**src/rtl/fifoc2reg_if.sv**
```systemverilog
// Handshake and data bundle between the command-FIFO read port, the
// frame controller and the command register bank.
interface fifoc2reg_if #(
    parameter int unsigned REG_NUM = 9,
    parameter int unsigned LEN_W   = 12
);
    logic                 fs;
    logic                 fd;
    logic [LEN_W-1:0]     data_len;
    logic                 fifoc_rxen;
    logic [7:0]           fifoc_rxd;
    logic [REG_NUM*8-1:0] cmd_regs;
    logic                 cmd_vld;
    logic                 err;
    logic [1:0]           err_code;

    modport master (
        output fs, data_len, fifoc_rxd,
        input  fd, fifoc_rxen, cmd_regs, cmd_vld, err, err_code
    );

    modport slave (
        input  fs, data_len, fifoc_rxd,
        output fd, fifoc_rxen, cmd_regs, cmd_vld, err, err_code
    );
endinterface

```
**src/rtl/fifoc2reg.sv**
```systemverilog
// Command-frame parser: drains data_len bytes from the command FIFO, validates
// header/length/checksum and commits the payload to the command register bank.
module fifoc2reg #(
    parameter int unsigned REG_NUM = 9,
    parameter logic [15:0] HEAD    = 16'h55AA,
    parameter int unsigned LEN_W   = 12,
    parameter int unsigned CHK_EN  = 1
) (
    input  logic       clk,
    input  logic       rst_n,
    fifoc2reg_if.slave io_bus
);
    localparam int unsigned      FL      = 2 + REG_NUM + CHK_EN;
    localparam logic [LEN_W-1:0] FL_L    = LEN_W'(FL);
    localparam logic [LEN_W-1:0] CHK_IDX = LEN_W'(2 + REG_NUM);
    localparam logic [LEN_W-1:0] ONE     = LEN_W'(1);

    typedef enum logic [1:0] {StIdle, StRead, StCheck, StDone} state_t;

    state_t               r_state;
    logic [LEN_W-1:0]     r_len;
    logic [LEN_W-1:0]     r_cnt;
    logic [LEN_W-1:0]     r_idx;
    logic                 r_rxen;
    logic                 r_cap;
    logic                 r_hdr_ok;
    logic [7:0]           r_sum;
    logic [7:0]           r_chk;
    logic [REG_NUM*8-1:0] r_shadow;
    logic [REG_NUM*8-1:0] r_cmd_regs;
    logic                 r_fd;
    logic                 r_cmd_vld;
    logic                 r_err;
    logic [1:0]           r_err_code;

    logic [7:0]       w_byte;
    logic [LEN_W-1:0] w_last_cnt;
    logic             w_len_err;
    logic             w_chk_err;

    assign w_byte     = io_bus.fifoc_rxd;
    // Stop compare against len-1 so len = 2^LEN_W-1 never needs a wider counter.
    assign w_last_cnt = r_len - ONE;
    assign w_len_err  = (r_len != FL_L);
    assign w_chk_err  = (CHK_EN != 0) && (r_sum != r_chk);

    always_ff @(posedge clk or negedge rst_n) begin
        if (!rst_n) begin
            r_state    <= StIdle;
            r_len      <= '0;
            r_cnt      <= '0;
            r_idx      <= '0;
            r_rxen     <= 1'b0;
            r_cap      <= 1'b0;
            r_hdr_ok   <= 1'b0;
            r_sum      <= '0;
            r_chk      <= '0;
            r_shadow   <= '0;
            r_cmd_regs <= '0;
            r_fd       <= 1'b0;
            r_cmd_vld  <= 1'b0;
            r_err      <= 1'b0;
            r_err_code <= 2'd0;
        end else begin
            case (r_state)
                StIdle: begin
                    r_cmd_vld <= 1'b0;
                    if (io_bus.fs) begin
                        r_len      <= io_bus.data_len;
                        r_cnt      <= '0;
                        r_idx      <= '0;
                        r_sum      <= '0;
                        r_hdr_ok   <= 1'b1;
                        r_cap      <= 1'b0;
                        r_err      <= 1'b0;
                        r_err_code <= 2'd0;
                        if (io_bus.data_len == '0) begin
                            r_state <= StCheck;
                        end else begin
                            r_rxen  <= 1'b1;
                            r_state <= StRead;
                        end
                    end
                end
                StRead: begin
                    if (r_rxen) begin
                        if (r_cnt == w_last_cnt) r_rxen <= 1'b0;
                        else                     r_cnt  <= r_cnt + ONE;
                    end
                    // FIFO data lags rxen by one clock.
                    r_cap <= r_rxen;
                    if (r_cap) begin
                        r_idx <= r_idx + ONE;
                        if (r_idx == '0 && w_byte != HEAD[15:8]) r_hdr_ok <= 1'b0;
                        if (r_idx == ONE && w_byte != HEAD[7:0]) r_hdr_ok <= 1'b0;
                        for (int j = 0; j < int'(REG_NUM); j++) begin
                            if (r_idx == LEN_W'(j + 2)) r_shadow[8*j +: 8] <= w_byte;
                        end
                        if (r_idx >= LEN_W'(2) && r_idx < CHK_IDX) r_sum <= r_sum + w_byte;
                        if (CHK_EN != 0 && r_idx == CHK_IDX) r_chk <= w_byte;
                        if (!r_rxen) r_state <= StCheck;
                    end
                end
                StCheck: begin
                    r_fd    <= 1'b1;
                    r_state <= StDone;
                    if (w_len_err) begin
                        r_err      <= 1'b1;
                        r_err_code <= 2'd1;
                    end else if (!r_hdr_ok) begin
                        r_err      <= 1'b1;
                        r_err_code <= 2'd2;
                    end else if (w_chk_err) begin
                        r_err      <= 1'b1;
                        r_err_code <= 2'd3;
                    end else begin
                        r_cmd_regs <= r_shadow;
                        r_cmd_vld  <= 1'b1;
                    end
                end
                StDone: begin
                    r_cmd_vld <= 1'b0;
                    if (!io_bus.fs) begin
                        r_fd    <= 1'b0;
                        r_state <= StIdle;
                    end
                end
                default: r_state <= StIdle;
            endcase
        end
    end

    assign io_bus.fd         = r_fd;
    assign io_bus.fifoc_rxen = r_rxen;
    assign io_bus.cmd_regs   = r_cmd_regs;
    assign io_bus.cmd_vld    = r_cmd_vld;
    assign io_bus.err        = r_err;
    assign io_bus.err_code   = r_err_code;
endmodule

```
**src/flat_wrapper.sv**
```systemverilog
// flat-port wrapper written by rule: the top's interface ports become plain ports
module fifoc2reg_flat 
#(
    parameter int unsigned REG_NUM = 9,
    parameter logic [15:0] HEAD    = 16'h55AA,
    parameter int unsigned LEN_W   = 12,
    parameter int unsigned CHK_EN  = 1
)
  (clk, rst_n, io_bus_fs, io_bus_data_len, io_bus_fifoc_rxd, io_bus_fd, io_bus_fifoc_rxen, io_bus_cmd_regs, io_bus_cmd_vld, io_bus_err, io_bus_err_code);
  fifoc2reg_if #(.REG_NUM(REG_NUM), .LEN_W(LEN_W)) io_bus_i ();
  input  logic clk;
  input  logic rst_n;
  input wire logic [$bits(io_bus_i.fs)-1:0] io_bus_fs;
  input wire logic [$bits(io_bus_i.data_len)-1:0] io_bus_data_len;
  input wire logic [$bits(io_bus_i.fifoc_rxd)-1:0] io_bus_fifoc_rxd;
  output wire logic [$bits(io_bus_i.fd)-1:0] io_bus_fd;
  output wire logic [$bits(io_bus_i.fifoc_rxen)-1:0] io_bus_fifoc_rxen;
  output wire logic [$bits(io_bus_i.cmd_regs)-1:0] io_bus_cmd_regs;
  output wire logic [$bits(io_bus_i.cmd_vld)-1:0] io_bus_cmd_vld;
  output wire logic [$bits(io_bus_i.err)-1:0] io_bus_err;
  output wire logic [$bits(io_bus_i.err_code)-1:0] io_bus_err_code;
  assign io_bus_i.fs = io_bus_fs;
  assign io_bus_i.data_len = io_bus_data_len;
  assign io_bus_i.fifoc_rxd = io_bus_fifoc_rxd;
  assign io_bus_fd = io_bus_i.fd;
  assign io_bus_fifoc_rxen = io_bus_i.fifoc_rxen;
  assign io_bus_cmd_regs = io_bus_i.cmd_regs;
  assign io_bus_cmd_vld = io_bus_i.cmd_vld;
  assign io_bus_err = io_bus_i.err;
  assign io_bus_err_code = io_bus_i.err_code;
  fifoc2reg #(.REG_NUM(REG_NUM), .HEAD(HEAD), .LEN_W(LEN_W), .CHK_EN(CHK_EN)) u_core (.clk(clk), .rst_n(rst_n), .io_bus(io_bus_i));
endmodule
```
**config.mk**
```make
export PLATFORM = sky130hd
export DESIGN_NAME = fifoc2reg_flat
export DESIGN_NICKNAME = d
export VERILOG_FILES = /design/src/rtl/fifoc2reg_if.sv /design/src/rtl/fifoc2reg.sv /design/src/flat_wrapper.sv
export SDC_FILE = /design/constraint.sdc
export NUM_CORES = 1
export LEC_CHECK = 0
export BUFFER_PORTS_ARGS = -buffer_cell sky130_fd_sc_hd__buf_4
export CAP_MARGIN = 30
export CORE_UTILIZATION = 35
export DETAILED_ROUTE_END_ITERATION = 16
export GPL_TIMING_DRIVEN = 0
export PLACE_DENSITY = 0.6
export SLEW_MARGIN = 20
export SYNTH_ARGS = -nofsm -noshare
export SYNTH_HDL_FRONTEND = slang
export SYNTH_SLANG_ARGS = --single-unit
```
**constraint.sdc**
```tcl
create_clock -name clk -period 3.55 [get_ports clk]
set_clock_uncertainty 0.2 [all_clocks]
set_input_delay 0.71 -clock clk [delete_from_list [all_inputs] [get_ports clk]]
set_output_delay 0.71 -clock clk [all_outputs]
set_load 0.05 [all_outputs]
```
==> qor_table.md <==
| Quantity | This run | Unit |
|:---|:---|:---|
| Kind of launch point of the worst setup path | register | - |
| Sequential power share | 0.475 | - |
| CP max stage delay | 0.46 | ns |
| Number of warning messages in the yosys log | 0 | - |
| Synthesized net count | 757 | - |
| Netlist Area Pre-Place | 9295 | um^2 |
| Leading post-synthesis cells by cell area | sky130_fd_sc_hd__dfrtp_1 55%, sky130_fd_sc_hd__mux2_2 20%, sky130_fd_sc_hd__ha_1 2.4% | - |
| Placed wire-length estimate after detailed placement | 14060 | um |
| Post CTS Setup Buffer Count | 0 | - |
| Arrival time reported for the critical path endpoint | 3.36 | ns |
| Transition time at the pin with the least slew margin | 0.8053 | ns |
| Bufs on Longest Clock Path | 3 | - |
| First-pass GRT wire length | 33100 | um |
| Total of max-cap violations | 0 | - |
| Power Dens Cells | 448.3 | nW/um^2 |
| Cell repeated most along the worst path | sky130_fd_sc_hd__nand2_1 | - |
| Worst min-delay path category | in -> reg | - |
| Setup TNS after final layout | 0 | ns |
| F_max | 0.3165 | GHz |
| Fraction of met2 tracks used by global routing | 0.2582 | - |
| Number of filler cells placed in the layout | 2403 | - |
| Sequential-to-total area share from yosys stat | 0.5546 | - |
| TritonCTS clock tree | yes | - |
| Routed vias | 5928 | - |
| Reported leakage power | 5.483 | nW |
| Initial core utilization | 0.3567 | - |
| Die outline height | 165.0 | um |
| Largest area contributor in the netlist | sky130_fd_sc_hd__dfrtp_1 | - |
| Die extent in x | 165.0 | um |
| Tmin final | 3.160 | ns |
| Reg clk slew, reported paths | 0.06 | ns |
| Crit-path max FO | 10 | - |
| Total inserted antenna cells | 0 | - |
| Switching power as a share of total power | 0.2205 | - |
| Worst skew pair latency | 0.53 | ns |
| Min Hold Slack | 0.2384 | ns |
| Final Hold Viols | 0 | - |
| Post-detailed-route DRC marker count | 0 | - |
| Number of sinks on the clock net | 206 | - |
| Final cycle utilization of the critical path | 0.8901 | - |
| Worst path buffer plus inverter count | 2 | - |
| Mean cell area of the mapped netlist | 13.00 | um^2 |
| GRT Total Usage | 0.1561 | - |
| Setup repair after global routing missed its margin | false | - |
| Core region area | 26060 | um^2 |
| Post-synth top area share | 0.5546 | - |
| Maximum number of pins on one net before global-route repair | 100 | - |
| Global route overflow | 0 | - |
| Number of buffers added on ports | 99 | - |
| Share of layout cells above drive strength 1 | 0.3872 | - |
| Critical path cell sequence | buf_6 > nor3_4 > nand2_1 > nor4_1 > nand2_1 > nor2_2 > buf_2 > mux2_2 | - |
| Required time of the critical path | 3.75 | ns |
| Outcome | finished, final reports clean | - |
| Number of CTS-inserted buffers | 24 | - |
| Detail-routed via count per cell | 4.961 | - |
| Largest delay share family, worst path | simple AND/OR/NAND/NOR gates | - |
| FF+latch count, synth | 206 | - |
| Cell count after synthesis | 715 | - |
| Root buffer cell | sky130_fd_sc_hd__clkbuf_16 | - |
| Category of the worst setup path capture point | register | - |
| Critical path class | reg -> reg | - |
| Combinational cell fraction of total power | 0.032 | - |
| First-pass iteration count of the detailed router | 5 | - |
| Initial antenna violation count | 0 | - |
| Die footprint | 27210 | um^2 |
| Clock power share | 0.493 | - |
| Max-slew violation count | 0 | - |
| List of most frequent post-synthesis cells | 206 x sky130_fd_sc_hd__dfrtp_1, 163 x sky130_fd_sc_hd__mux2_2, 43 x sky130_fd_sc_hd__nand2_1 | - |
| Via count of the first global-routing pass | 6056 | - |
| Grt peak-use layer | met2 | - |
| Global routing usage on met1 | 0.2023 | - |
| # setup viols final | 0 | - |
| Met3 layer usage reported by global route | 0.04169 | - |
| Number of DRC violations after detailed-routing iteration 0 | 337 | - |
| Layout net count | 885 | - |
| Share of synthesized flip-flops with an asynchronous set or reset | 1.000 | - |
| Global placer's final weighted congestion | 0.7869 | - |
| Number of flops mapped to enable cells by yosys | 0 | - |
| Antenna-violating nets left | 0 | - |
| Cell variety after synth | 62 | - |
| Routed wire length | 20630 | um |
| H-tree depth | 1 | - |
| Most used flip-flop cell after synthesis | sky130_fd_sc_hd__dfrtp_1 | - |
| Relative slew slack | 0.4631 | - |
| IO Count | 101 | - |
| Cell at the slowest stage of the critical path | sky130_fd_sc_hd__nor4_1 | - |
| Detail-routed net length per standard cell | 17.26 | um |
| Internal power | 3.971 | mW |
| Layout Area Growth over Synthesis | 22.22 | % |
| Leading cell type by number of instances after synthesis | sky130_fd_sc_hd__dfrtp_1 | - |
| Standard-cell row count | 59 | - |
| Peak supply drop | 0.0003764 | V |
| Switching pwr | 1.123 | mW |
## repair_timing
| action | in CTS | in global routing |
|---|---|---|
| hold buffers | 1 | 0 |
| endpoints found under the hold margin | 28 | 0 |
| gates resized for setup | 0 | 1 |
| setup endpoints to repair | 0 | 70 |
## final timing paths
kind	slack, ns	end	startpoint	depth (start not counted)
max	0.39	u_core.io_bus.cmd_regs[4]	u_core.r_len[4]	8
min	0.24	u_core.r_len[10]	io_bus_data_len[10]	2
max reg2reg	0.39	u_core.io_bus.cmd_regs[4]	u_core.r_len[4]	8
min reg2reg	0.29	u_core.r_shadow[67]	u_core.r_shadow[67]	1
max in group asynchronous	1.92	u_core.r_len[4]	rst_n	3
min in group asynchronous	0.43	u_core.r_shadow[14]	rst_n	2
## cells in the final DEF (no fill, tap or decap), types with 4 or more instances in the layout
cell,count
sky130_fd_sc_hd__a21o_1,6
sky130_fd_sc_hd__a21oi_1,13
sky130_fd_sc_hd__a22o_1,12
sky130_fd_sc_hd__a31oi_1,8
sky130_fd_sc_hd__a41o_1,4
sky130_fd_sc_hd__and3_1,7
sky130_fd_sc_hd__buf_2,7
sky130_fd_sc_hd__buf_4,98
sky130_fd_sc_hd__clkbuf_1,24
sky130_fd_sc_hd__clkbuf_16,24
sky130_fd_sc_hd__clkbuf_8,5
sky130_fd_sc_hd__clkinv_2,5
sky130_fd_sc_hd__dfrtp_1,206
sky130_fd_sc_hd__ha_1,18
sky130_fd_sc_hd__inv_1,12
sky130_fd_sc_hd__mux2_2,163
sky130_fd_sc_hd__mux2i_1,4
sky130_fd_sc_hd__nand2_1,43
sky130_fd_sc_hd__nand2b_1,5
sky130_fd_sc_hd__nand3_1,14
sky130_fd_sc_hd__nand4_1,8
sky130_fd_sc_hd__nor2_1,37
sky130_fd_sc_hd__nor3_1,6
sky130_fd_sc_hd__nor3b_1,4
sky130_fd_sc_hd__nor4_1,4
sky130_fd_sc_hd__nor4bb_1,4
sky130_fd_sc_hd__o21ai_0,17
sky130_fd_sc_hd__or3_1,4
sky130_fd_sc_hd__or4_1,4
sky130_fd_sc_hd__xnor2_1,11
sky130_fd_sc_hd__xor2_1,23
## per-layer routing
metal,share of wire,up-vias
li1,-,2835
met1,0.44,2966
met2,0.48,97
met3,0.058,30
met4,0.019,0
met5,0,-
## per-stage QoR
| stage | power, mW | worst slack, ns | util | area [um^2] | std cells |
|---|---|---|---|---|---|
| 2_1_floorplan | 2.518 | 0.7866 | - | 9295 | 715 |
| 3_3_place_gp | 2.619 | 0.007539 | 0.4013 | 10460 | 1149 |
| 3_5_place_dp | 2.631 | 0.1498 | 0.4037 | 10520 | 1151 |
| 4_1_cts | 5.178 | 0.1268 | 0.4359 | 11360 | 1195 |
| 5_1_grt | 5.292 | 0.1430 | 0.4360 | 11360 | 1195 |
| 6_report | 5.094 | 0.3902 | 0.4360 | 11360 | 1195 |
## layout make-up
type / count / area (um^2) / area share
Tap cell: 335 / 419.2 / 0.03689
Clock buffer: 32 / 680.7 / 0.05991
Clock inverter: 11 / 147.6 / 0.01300
Multi-Input combinational cell: 465 / 3946 / 0.3474
Timing Repair Buffer: 102 / 815.8 / 0.07181
Inverter: 12 / 45.04 / 0.003965
Sequential cell: 206 / 5155 / 0.4537
Buffer: 32 / 151.4 / 0.01333
## logic make-up after synthesis
family,after synthesis,synth area share
adder cells (fa/ha/maj),19,0.02638
flip-flops,206,0.5546
multiplexers,170,0.2058
XOR/XNOR,34,0.03204
buffers and inverters,44,0.02113
AND/OR/NAND/NOR,161,0.09180
AO/OA/AOI/OAI,81,0.06825
## state kept, by name, summed over array words and instances (netlist names), 2 cells and up
signal,count
u_core.io_bus.err_code,2
u_core.io_bus.cmd_regs,72
u_core.r_state,2
u_core.r_shadow,72
u_core.r_idx,12
u_core.r_cnt,12
u_core.r_len,12
u_core.r_chk,8
u_core.r_sum,8
## power by group through the flow
stage / sequential [mW] / clock, mW / combinational (mW)
3_5_place_dp: 2.46 / 0 / 0.171
2_1_floorplan: 2.45 / 0 / 0.0658
4_1_cts: 2.42 / 2.59 / 0.173
6_report: 2.42 / 2.51 / 0.165
5_1_grt: 2.42 / 2.68 / 0.189
3_3_place_gp: 2.46 / 0 / 0.160
(Power assumes the default switching activity.)
